**config.mk**
```make
export PLATFORM = sky130hd
export DESIGN_NAME = alu
export DESIGN_NICKNAME = d
export VERILOG_FILES = /design/src/rtl/alu_pkg.sv /design/src/rtl/alu_adder.sv /design/src/rtl/alu.sv
export SDC_FILE = /design/constraint.sdc
export NUM_CORES = 1
export LEC_CHECK = 0
export ABC_CLOCK_PERIOD_IN_PS = 7100
export BUFFER_PORTS_ARGS = -buffer_cell sky130_fd_sc_hd__buf_4
export CAP_MARGIN = 20
export CORE_AREA = 10 10 114 116
export DETAILED_ROUTE_END_ITERATION = 16
export DIE_AREA = 0 0 124 126
export PLACE_DENSITY = 0.75
export SYNTH_ARGS = -nofsm -noshare
export SYNTH_HDL_FRONTEND = slang
export SYNTH_SLANG_ARGS = --single-unit
```
**constraint.sdc**
```tcl
create_clock -name clk -period 7.1 [get_ports clk]
set_input_delay 0 -clock clk [delete_from_list [all_inputs] [get_ports clk]]
set_output_delay 0 -clock clk [all_outputs]
set_load 0.005 [all_outputs]
```
**src/rtl/alu_pkg.sv**
```systemverilog
// Shared definitions for the MIPS-style integer ALU: op-code constants and
// status-word bit positions used by the ALU datapath and its testbench.
package alu_pkg;

   localparam int CONTROL_WIDTH = 5;
   localparam int STATUS_WIDTH  = 4;

   // Operation select codes; codes 11..31 are unused.
   localparam logic [CONTROL_WIDTH-1:0] AND  = 5'd0;
   localparam logic [CONTROL_WIDTH-1:0] OR   = 5'd1;
   localparam logic [CONTROL_WIDTH-1:0] NOR  = 5'd2;
   localparam logic [CONTROL_WIDTH-1:0] ADD  = 5'd3;
   localparam logic [CONTROL_WIDTH-1:0] SUB  = 5'd4;
   localparam logic [CONTROL_WIDTH-1:0] XOR  = 5'd5;
   localparam logic [CONTROL_WIDTH-1:0] SLT  = 5'd6;
   localparam logic [CONTROL_WIDTH-1:0] SLTU = 5'd7;
   localparam logic [CONTROL_WIDTH-1:0] SLL  = 5'd8;
   localparam logic [CONTROL_WIDTH-1:0] SRL  = 5'd9;
   localparam logic [CONTROL_WIDTH-1:0] SRA  = 5'd10;

   // Status word layout {V, N, Z, C}.
   localparam int STATUS_V_BIT = 3;
   localparam int STATUS_N_BIT = 2;
   localparam int STATUS_Z_BIT = 1;
   localparam int STATUS_C_BIT = 0;

endpackage

```
**src/rtl/alu_adder.sv**
```systemverilog
// DATA_WIDTH-bit adder with optional B inversion and carry-in. Shared by
// ADD, SUB, SLT and SLTU; reports carry-out and two's-complement overflow.
module alu_adder #(
   parameter int DATA_WIDTH = 32
) (
   input  logic [DATA_WIDTH-1:0] a,
   input  logic [DATA_WIDTH-1:0] b,
   input  logic                  invert_b,
   input  logic                  carry_in,
   output logic [DATA_WIDTH-1:0] sum,
   output logic                  carry_out,
   output logic                  overflow
);

   logic [DATA_WIDTH-1:0] b_eff;

   assign b_eff = invert_b ? ~b : b;

   // One extra bit on each addend so the carry-out falls out of the sum.
   assign {carry_out, sum} = {1'b0, a} + {1'b0, b_eff} + {{DATA_WIDTH{1'b0}}, carry_in};

   // Overflow: addends share a sign that the result does not.
   assign overflow = (a[DATA_WIDTH-1] == b_eff[DATA_WIDTH-1]) &&
                     (sum[DATA_WIDTH-1] != a[DATA_WIDTH-1]);

endmodule

```
**src/rtl/alu.sv**
```systemverilog
// Parameterised integer ALU with registered result and status (latency 1).
// Optional shifter (SLL/SRL/SRA) is built only when ALU_SHIFT_EN is defined;
// otherwise codes 8..10 behave as unused codes.
module alu
   import alu_pkg::*;
#(
   parameter int DATA_WIDTH = 32
) (
   input  logic                     clk,
   input  logic                     rst_n,
   input  logic [CONTROL_WIDTH-1:0] control,
   input  logic [DATA_WIDTH-1:0]    a,
   input  logic [DATA_WIDTH-1:0]    b,
   input  logic [STATUS_WIDTH-1:0]  si,
   output logic [DATA_WIDTH-1:0]    out,
   output logic [STATUS_WIDTH-1:0]  so
);

   logic                    invert_b;
   logic                    carry_in;
   logic [DATA_WIDTH-1:0]   sum;
   logic                    carry_out;
   logic                    overflow;
   logic [DATA_WIDTH-1:0]   result;
   logic [STATUS_WIDTH-1:0] status;

`ifdef ALU_SHIFT_EN
   localparam int SHAMT_WIDTH = $clog2(DATA_WIDTH);
   logic [SHAMT_WIDTH-1:0] shamt;
   assign shamt = b[SHAMT_WIDTH-1:0];
`endif

   // Adder set-up: everything but ADD inverts B; compares force a+~b+1.
   always_comb begin
      invert_b = (control != ADD);
      carry_in = ((control == SLT) || (control == SLTU)) ? 1'b1 : si[STATUS_C_BIT];
   end

   alu_adder #(.DATA_WIDTH(DATA_WIDTH)) u_adder (
      .a         (a),
      .b         (b),
      .invert_b  (invert_b),
      .carry_in  (carry_in),
      .sum       (sum),
      .carry_out (carry_out),
      .overflow  (overflow)
   );

   // Result mux and status generation.
   always_comb begin
      // NOTE: every output gets a default first so no path leaves it unassigned (no latch).
      result               = '0;
      status               = '0;
      status[STATUS_C_BIT] = si[STATUS_C_BIT];
      status[STATUS_V_BIT] = si[STATUS_V_BIT];
      case (control)
         AND:  result = a & b;
         OR:   result = a | b;
         NOR:  result = ~(a | b);
         XOR:  result = a ^ b;
         ADD, SUB: begin
            result               = sum;
            status[STATUS_C_BIT] = carry_out;
            status[STATUS_V_BIT] = overflow;
         end
         // Signed less-than: sign of a-b corrected by overflow.
         SLT:  result = {{(DATA_WIDTH-1){1'b0}}, sum[DATA_WIDTH-1] ^ overflow};
         // Unsigned less-than: a borrow occurred (no carry-out).
         SLTU: result = {{(DATA_WIDTH-1){1'b0}}, ~carry_out};
`ifdef ALU_SHIFT_EN
         SLL:  result = a << shamt;
         SRL:  result = a >> shamt;
         SRA:  result = DATA_WIDTH'($signed(a) >>> shamt);
`endif
         default: result = '0;
      endcase
      status[STATUS_N_BIT] = result[DATA_WIDTH-1];
      status[STATUS_Z_BIT] = (result == '0);
   end

   // Output registers with synchronous active-low reset.
   always_ff @(posedge clk) begin
      // NOTE: non-blocking assignments so every register samples pre-edge values.
      if (!rst_n) begin
         out <= '0;
         so  <= '0;
      end else begin
         out <= result;
         so  <= status;
      end
   end

endmodule

```
==> impl_results.md, run 1 <==
* Final setup fails at 0
* Clock network power share at 19.8%
* GPL Wtd Cong at 0.952
* Hold Startpoint: rst_n
* Post-Syn Area at 5260 um^2
* I/O Pins at 111
* Drt total wl at 16.1 mm
* Lkg Pwr at 2.99 nW
* Commonest non-fill, non-tap cells in the layout: buf_4 (113), ha_1 (95), inv_1 (75)
* Pwr/cell area at 117 nW/um^2
* Total setup buffers inserted after CTS at 0
* Max Transition Viols Final at 0
* Vias in the first global route at 5,291
* RSZ-0062 raised after global routing: no
* Cells after Synth at 692
* TritonCTS buffer count at 5
* Post-synth EDFFs at 0
* Crit path largest cell delay at 0.60 ns
* Critical path capture point type: flop
* FILL cells at 1,004
* Die area at 15,600 um^2
* Primary FF master, synth: dfxtp_1
* Worst-Margin Slew at 0.996 ns
* P&R area growth vs syn at 18.5%
* Post-synthesis sequential area ratio at 13.3%
* Final worst path period need at 4.83 ns
* Gate power share at 51.8%
* Hold path depth at 2
* CTS Root Cell: clkbuf_8
* CTS Buffer Depth at 2
* Final nets at 950
* Global-route wire length before repair at 25.9 mm
* Fin crit share at 68.0%
* DR iter-0 viols at 320
* Post-route ant nets at 0
* Final hold slack at 0.0940 ns
* Routed vias at 5,370
* Maximum VDD drop at 0.0877 mV
* Post-Syn Nets at 864
* Avg WL per Cell at 17.5 um
* H-tree levels at 2
* Clock Sink Count at 35
* Post-DP HPWL at 13.0 mm
* Cell area after placement at 6130 um^2
* Yosys synthesis warning count at 0
* Clock slew at reported path FFs at 0.07 ns
* Total internal power at 441 uW
* 1st-pass router iterations at 4
* Pin count of the biggest net entering global routing at 36
* Slew Limit Headroom at 33.6%
* Initial antenna violation count at 0
* Floorplan core area at 10,700 um^2
* Synth Area per Inst at 7.60 um^2
* Hold WC Path Type: primary input to flop
* Fraction of layout cells with a size suffix above 1 at 16.6%
* Synth Register Bits at 35
* Synth unique cells at 62
* Worst Path Arrival at 5.03 ns
* PortBufs at 108
* Die Width at 124 um
* Overflow after GRT at 0
* Max Cap Viol at 0
* Net Sw Power at 287 uW
* Post-route cell area at 6230 um^2
* Seq pwr share at 28.4%
* Status: completed
* Max FO, Critical Path at 18
* Final setup TNS at 0 ns
* Most common cell after layout, fill and taps aside: buf_4
* Hold Fails Final Rpt at 0
* WHS Endpoint: out[5]
* Initial core utilization at 49.2%
* FP Rows at 38
* Via/cell ratio at 5.84
* CTS tree: done
* Startpoint Class: primary input
* Setup Crit Path Kind: primary input to flop
* Max Fclk at 207 MHz
* Req. time, crit path at 7.30 ns
* Sw Share at 39.4%
* Antenna diodes at 0
* Drt drc at 0
* Slowest-stage cell, CP: or4_1
* CP cell instances: buf_4 -> nor3_1 -> and3_2 -> buf_4 -> xnor2_1 -> ha_1 -> a21oi_1 -> a21boi_0 -> nor3_1 -> or4_1 -> or4b_1 -> a2111oi_1 -> and4_1 -> and4_1 -> nand4_1 -> nor4_2
* Synth async-reset ratio at 0%
* Tot GR Track Use at 19.8%
* Die height at 126 um
## layout make-up
type / count / area (um^2) / area share [%]
Clock buffer: 6 / 72.6 / 1.16
Tap cell: 140 / 175 / 2.81
Sequential cell: 35 / 701 / 11.2
Clock inverter: 2 / 12.5 / 0.201
Inverter: 75 / 282 / 4.52
Multi-Input combinational cell: 546 / 4120 / 66.1
Timing Repair Buffer: 115 / 868 / 13.9
## how the worst max path moves through the flow
stage	start	slack (ns)	to
global placement	control[2]	2.05	so[1]
finish	control[2]	2.27	so[1]
detailed placement	control[2]	2.06	so[1]
floorplan	control[0]	2.42	so[1]
global route	control[2]	2.08	so[1]
CTS	control[2]	2.36	so[1]
## kinds of logic after synthesis
logic type	synth area share [%]
AO/OA/AOI/OAI	26.6
AND/OR/NAND/NOR	18.3
buffers and inverters	8.30
adder cells (fa/ha/maj)	23.4
XOR/XNOR	9.33
flip-flops	13.3
multiplexers	0.761
## what timing repair did
| item | 4_1_cts | 5_1_grt |
|---|---|---|
| hold endpoints to repair | 2 | 0 |
| hold buffers | 2 | 0 |
| resized for setup | 0 | 0 |
## power by group through the flow
stage               clock network (mW)  registers (mW)  logic (mW)
global placement                     0           0.211       0.362
global route                     0.152           0.207       0.418
CTS                              0.147           0.206       0.373
finish                           0.144           0.206       0.377
detailed placement                   0           0.211       0.370
floorplan                            0           0.212       0.249
## Yosys cell counts, types with 13 or more instances
library cell   n  share of area (%)
ha_1          95                 23
dfxtp_1       35                 13
o21ai_0       40                3.8
nand2_1       54                3.9
nor3_1        15                1.4
inv_1         75                5.4
a21oi_1       42                4.0
a21o_1        16                2.3
a211oi_1      13                1.9
clkbuf_1      25                1.8
nor2b_1       28                3.3
nor2_1        32                2.3
a221o_1       13                2.5
o221ai_1      14                2.3
xnor2_1       46                7.7
## flip-flops by register name, indices dropped and copies added, names as in the netlist
signal,cells
out,31
so,4
## per-layer routing
metal  global-route usage [%]  share of wire, %
met2                     33.7                47
met1                     25.0                45
met3                     3.40               6.0
met4                     5.42               1.6
met5                        0                 0
## critical path, delay by kind of cell
kind                       cells  cell delay [ns]
and+or+nand+nor                9             3.27
buffers and inverters          2             0.58
adders and majority gates      1             0.39
AOI/OAI and AO/OA              3             0.68
xor gates and xnor gates       1             0.11
## through the flow
step / utilization (%) / power (mW) / worst slack (ns) / instances
floorplan: - / 0.460 / 2.42 / 692
global placement: 57.3 / 0.573 / 2.05 / 909
detailed placement: 57.3 / 0.581 / 2.06 / 909
CTS: 58.3 / 0.727 / 2.36 / 919
global route: 58.3 / 0.777 / 2.08 / 919
finish: 58.3 / 0.728 / 2.27 / 919
Power figures use the tool's default switching activity.
==> inputs of run 2 (changes only) <==
==> config.mk (replaced) <==
export PLATFORM = sky130hd
export DESIGN_NAME = alu
export DESIGN_NICKNAME = d
export VERILOG_FILES = /design/src/rtl/alu_pkg.sv /design/src/rtl/alu_adder.sv /design/src/rtl/alu.sv
export SDC_FILE = /design/constraint.sdc
export NUM_CORES = 1
export LEC_CHECK = 0
export ABC_AREA = 1
export ABC_CLOCK_PERIOD_IN_PS = 4900
export BUFFER_PORTS_ARGS = -buffer_cell sky130_fd_sc_hd__buf_4
export CAP_MARGIN = 20
export CORE_AREA = 10 10 123 125
export DETAILED_ROUTE_END_ITERATION = 16
export DIE_AREA = 0 0 133 135
export PLACE_DENSITY = 0.74
export SYNTH_ARGS = -nofsm -noshare
export SYNTH_HDL_FRONTEND = slang
export SYNTH_SLANG_ARGS = --single-unit
==> constraint.sdc (replaced) <==
create_clock -name clk -period 4.9 [get_ports clk]
set_input_delay 0 -clock clk [delete_from_list [all_inputs] [get_ports clk]]
set_output_delay 0 -clock clk [all_outputs]
set_load 0.005 [all_outputs]
==> run 2 against run 1 <==
Compared with the run above:
- first-iteration DRC count is 80% higher
- sequential share of layout area is 1.6 points lower
- critical path type unchanged
- worst setup slack worse by 0.57 ns
- global-route usage is 0.69 points higher
- largest cell class unchanged
- clock-buffer cell count is 1 lower
- die area is 15% higher
- critical path depth is 7 higher
- highest routed layer unchanged
- power is 71% higher
- utilization is 0.16 points lower
- flip-flop and latch count stayed put
- design area is 17% higher
==> impl_results.md, run 2 <==
* Status: completed
* Die Width at 133 um
* PortBufs at 108
* Final worst path period need at 3.20 ns
* Yosys top cell area share at 19.1%
* Lkg Pwr at 4.27 nW
* Largest register FFs at 31
* Post-synth top area cell: nand2_1
* WHS Endpoint: so[3]
* Initial core utilization at 49.4%
* 1st-pass router iterations at 5
* Primary FF master, synth: dfxtp_1
* Worst-Margin Slew at 1.02 ns
* Pwr/cell area at 170 nW/um^2
* Dpl ws at 1.47 ns
* Yosys synthesis warning count at 0
* Top Usage Layer GRT: met2
* Die area at 18,000 um^2
* Synth Register Bits at 35
* Max FO, Critical Path at 33
* Clock Sink Count at 35
* Post-synth EDFFs at 0
* FP Rows at 41
* Global-route wire length before repair at 30.9 mm
* Hold Fails Final Rpt at 0
* Crit path largest cell delay at 0.52 ns
* CTS Root Cell: clkbuf_16
* Biggest regs: out (31), so (4)
* Post-synthesis sequential area ratio at 11.3%
* Final setup fails at 0
* Avg WL per Cell at 13.9 um
* Drt drc at 0
* Final hold slack at 0.0153 ns
* Antenna diodes at 0
* Routed vias at 6,731
* Max Fclk at 312 MHz
* Vias in the first global route at 6,465
* Synth unique cells at 43
* P&R area growth vs syn at 17.5%
* Drt total wl at 18.5 mm
* Fraction of layout cells with a size suffix above 1 at 14.4%
* Req. time, crit path at 5.12 ns
* Area contributors post-synth: nand2_1 (19%), ha_1 (19%), inv_1 (13%)
* Cells after Synth at 1,059
* H-tree levels at 2
* TritonCTS buffer count at 5
* Slowest-stage cell, CP: buf_4
* Synth Area per Inst at 5.87 um^2
* Placed cell count at 1,320
* Post-route ant nets at 0
* Hold Startpoint: si[3]
* Grt met2 use at 34.5%
* Hold path depth at 3
* Finished Layout Cells at 1,330
* Max Transition Viols Final at 0
* Met1 Use GR at 26.7%
* Commonest non-fill, non-tap cells in the layout: nand2_1 (317), inv_1 (218), buf_4 (111)
* Most frequent CP cell: nand2_1
* CTS tree: done
* Die height at 135 um
* Power Total at 1.24 mW
* Fin crit share at 65.3%
* DR iter-0 viols at 575
* Maximum VDD drop at 0.106 mV
* Synth top cells by count: nand2_1 (317), inv_1 (218), ha_1 (95), nor2_1 (92), nand3_1 (68)
* Core Util, Final at 58.1%
* GPL Wtd Cong at 1.03
* I/O Pins at 111
* Post-Syn Area at 6210 um^2
* Largest Register: out
* Clock slew at reported path FFs at 0.05 ns
* Post-route cell area at 7300 um^2
* Synth async-reset ratio at 0%
* Setup Crit Path Kind: primary input to flop
* Post-Syn Nets at 1,231
* Cell area after placement at 7110 um^2
* Worst setup margin at 1.70 ns
* Overflow after GRT at 0
* CTS Buffer Depth at 2
* Critical path capture point type: flop
* FILL cells at 1,286
* RSZ-0062 raised after global routing: no
* CP cell instances: buf_4 -> nand2_1 -> nand3b_1 -> buf_4 -> xor2_1 -> fa_1 -> inv_1 -> fa_1 -> inv_1 -> nand3_1 -> nand2_2 -> nand2_1 -> nand2_2 -> nand2_1 -> nand3_1 -> nand2_1 -> nor2_1 -> nand2_1 -> nor2_1 -> nand3_1 -> nor2_1 -> nand3_1 -> nor2_1
* Post-DP HPWL at 15.2 mm
* Via/cell ratio at 5.06
* Final nets at 1,329
* Tot GR Track Use at 20.5%
* Worst Path Arrival at 3.42 ns
* Hold WC Path Type: primary input to flop
* Slew Limit Headroom at 32.1%
* Final setup TNS at 0 ns
* Most common cell after layout, fill and taps aside: nand2_1
* Max Cap Viol at 0
* Most common cell in the netlist: nand2_1
* Initial antenna violation count at 0
* Pin count of the biggest net entering global routing at 35
* Floorplan core area at 12,600 um^2
* # resized after CTS at 0
* Startpoint Class: primary input
* GRT met3 Usage at 2.60%
[run 2: cell count changes after synthesis, moves of 12 or more]
cell / delta
nand2_2: +12
xor2_1: +22
nor2_1: +60
nor2b_1: -28
o221ai_1: -14
xnor2_1: -45
nand3_1: +59
inv_1: +143
nand2_1: +263
o21ai_0: -24
a21o_1: -16
o21ai_1: +12
clkbuf_1: -21
a221o_1: -13
[run 2: cell families (layout without fill, tap and decap cells)]
logic type	Yosys count	after routing	synth area share [%]
DFF	35	35	11.3
xor gates and xnor gates	33	33	4.65
AOI/OAI and AO/OA	104	104	10.5
buffers and inverters	247	346	16.1
and+or+nand+nor	543	543	37.6
adders and majority gates	97	97	19.8
[run 2: worst max-delay path by stage]
stage                     slack [ns]        from  cells past startpoint    end
after detailed placement        1.47  control[0]                     23  so[1]
after floorplan                 2.19  control[2]                     25  so[1]
after global routing            1.36  control[0]                     23  so[1]
final                           1.70  control[0]                     23  so[1]
after CTS                       1.74  control[0]                     23  so[1]
after global placement          1.55  control[0]                     23  so[1]
[run 2: layer usage]
metal | vias to the layer above | wire (um)
li1 | 3474 | -
met1 | 3033 | 8430
met2 | 199 | 8510
met3 | 25 | 1270
met4 | 0 | 339
met5 | - | 0
[run 2: repair_timing]
item                                   CTS  global route
hold buffers                             2             0
setup buffers                            0             0
endpoints found under the hold margin    3             0
[run 2: final cells by class]
type / instances / area (um^2) / share of cell area, %
multi-input cells: 777 / 4520 / 61.9
repair buffers: 113 / 853 / 11.7
inverters: 225 / 845 / 11.6
flip-flops and latches: 35 / 701 / 9.59
well taps: 172 / 215 / 2.95
clock buffers: 5 / 125 / 1.71
clock inverters: 3 / 43.8 / 0.600
[run 2: power breakdown]
group	switching, mW	internal [mW]	leakage, nW	total (mW)
clock network	0.123	0.240	0.0838	0.362
registers	0.00260	0.296	0.284	0.299
logic	0.360	0.222	3.90	0.582
total	0.486	0.758	4.27	1.24
[run 2: critical path: cells and delay by family]
kind,cells,cell delay [ns]
adder cells (fa/ha/maj),2,0.72
XOR/XNOR,1,0.22
buffers and inverters,4,0.90
AND/OR/NAND/NOR,16,1.58
==> inputs of run 3 (changes only) <==
--- a/config.mk
+++ b/config.mk
@@ -6,7 +6,7 @@
 export NUM_CORES = 1
 export LEC_CHECK = 0
 export ABC_AREA = 1
-export ABC_CLOCK_PERIOD_IN_PS = 4900
+export ABC_CLOCK_PERIOD_IN_PS = 3100
 export BUFFER_PORTS_ARGS = -buffer_cell sky130_fd_sc_hd__buf_4
 export CAP_MARGIN = 20
 export CORE_AREA = 10 10 123 125
==> constraint.sdc (replaced) <==
create_clock -name clk -period 3.1 [get_ports clk]
set_input_delay 0 -clock clk [delete_from_list [all_inputs] [get_ports clk]]
set_output_delay 0 -clock clk [all_outputs]
set_load 0.005 [all_outputs]
==> run 3 against run 2 <==
Compared with the run above:
- highest routed layer unchanged
- hold slack worse by 0.012 ns
- via count grew 1.1%
- non-clock buffer count is 14 higher
==> impl_results.md, run 3 (synthesis gave the netlist of run 2 again) <==
* Status: completed
* Req. time, crit path at 3.32 ns
* Initial antenna violation count at 0
* CTS Buffer Depth at 2
* PortBufs at 108
* Drt drc at 0
* Die height at 135 um
* RSZ-0062 raised after global routing: no
* Setup Crit Path Kind: primary input to flop
* Startpoint Class: primary input
* Total setup buffers inserted after CTS at 0
* Critical path capture point type: flop
* Biggest regs: out (31), so (4)
* Fin crit share at 91.0%
* FP Rows at 41
* Slew Limit Headroom at 30.4%
* Worst-Margin Slew at 1.04 ns
* Worst setup margin at 0.278 ns
* Post-DP HPWL at 15.8 mm
* Commonest non-fill, non-tap cells in the layout: nand2_1 (317), inv_1 (218), buf_4 (124)
* Clock slew at reported path FFs at 0.05 ns
* GPL Wtd Cong at 0.973
* Clock Sink Count at 35
* Final nets at 1,343
* Die area at 18,000 um^2
* H-tree levels at 2
* Pwr/cell area at 259 nW/um^2
* P&R area growth vs syn at 19.0%
* Max Cap Viol at 0
* Overflow after GRT at 0
* 1st-pass router iterations at 5
* Max FO, Critical Path at 4
* Routed vias at 6,802
* CTS Root Cell: clkbuf_16
* Pin count of the biggest net entering global routing at 33
* Placed cell count at 1,334
* Final worst path period need at 2.82 ns
* Vias in the first global route at 6,449
* Tot GR Track Use at 21.1%
* Initial core utilization at 49.4%
* Worst Path Arrival at 3.04 ns
* Lkg Pwr at 4.33 nW
* I/O Pins at 111
* Floorplan core area at 12,600 um^2
* TritonCTS buffer count at 5
* Max Fclk at 354 MHz
* Via/cell ratio at 5.06
* Hold WC Path Type: primary input to flop
* Maximum VDD drop at 0.162 mV
* Hold Fails Final Rpt at 0
* Post-route ant nets at 0
* Fraction of layout cells with a size suffix above 1 at 15.5%
* Global-route wire length before repair at 31.3 mm
* Max Transition Viols Final at 0
* Dpl ws at 0.126 ns
* Final setup TNS at 0 ns
* CTS tree: done
* DR iter-0 viols at 450
* Largest Register: out
* Antenna diodes at 0
* Drt total wl at 19.4 mm
* Die Width at 133 um
* Finished Layout Cells at 1,344
* Largest register FFs at 31
* Avg WL per Cell at 14.4 um
* Most common cell after layout, fill and taps aside: nand2_1
* Final setup fails at 0
==> run 3: layer usage <==
layer | vias to the layer above | share of wire (%) | track usage [%]
met5 | - | 0 | 0
met4 | 0 | 1.4 | 5.81
met3 | 21 | 6.2 | 2.82
met2 | 209 | 46 | 35.6
met1 | 3057 | 46 | 27.3
li1 | 3515 | - | -
==> run 3: critical path: stages <==
cell and delay (ns):
dlygate4sd3_1 0.53, buf_4 0.14, o21bai_1 0.17, fa_2 0.40
inv_1 0.09, fa_1 0.21, inv_1 0.07, buf_4 0.15
nand2_1 0.12, nand3_4 0.11, nand2_2 0.10, nand3_1 0.09
nand2_1 0.09, nor2_1 0.05, nor2_2 0.17, nand2_1 0.08
nor2_1 0.16, nand2_1 0.06, nor2_1 0.10, nand3_1 0.07
nor2_1 0.08
==> run 3: report_power, final <==
part / internal (mW) / total [mW] / switching [mW] / leakage [nW]
registers: 0.468 / 0.472 / 0.00439 / 0.284
logic: 0.364 / 0.945 / 0.581 / 3.98
clock network: 0.296 / 0.496 / 0.200 / 0.0658
==> run 3: through the flow <==
stage / total power [mW] / instance area (um^2) / utilization, % / hold WS (ns)
6_report: 1.91 / 7390 / 58.8 / 0.00295
5_1_grt: 2.06 / 7390 / 58.8 / 0.0741
4_1_cts: 1.90 / 7390 / 58.8 / 0.000341
3_5_place_dp: 1.41 / 7230 / 57.5 / 0.264
3_3_place_gp: 1.39 / 7230 / 57.5 / 0.258
2_1_floorplan: 1.09 / 6210 / - / 0.0976
==> run 3: final timing paths <==
check	startpoint	cells past startpoint	slack (ns)	endpoint
setup / recovery	si[0]	21	0.28	so[1]
hold / removal	si[3]	3	0.003	so[3]
==> run 3: layout make-up <==
class	count	area (um^2)
fillers	1290	5170
multi-input cells	777	4520
repair buffers	127	971
inverters	225	845
flip-flops and latches	35	701
well taps	172	215
clock buffers	5	125
clock inverters	3	20.0
==> run 3: repair_timing <==
| action | CTS | global route |
|---|---|---|
| gates resized for setup | 0 | 1 |
| hold buffers | 2 | 0 |
| endpoints found under the setup margin | 0 | 1 |
| hold endpoints to repair | 3 | 0 |
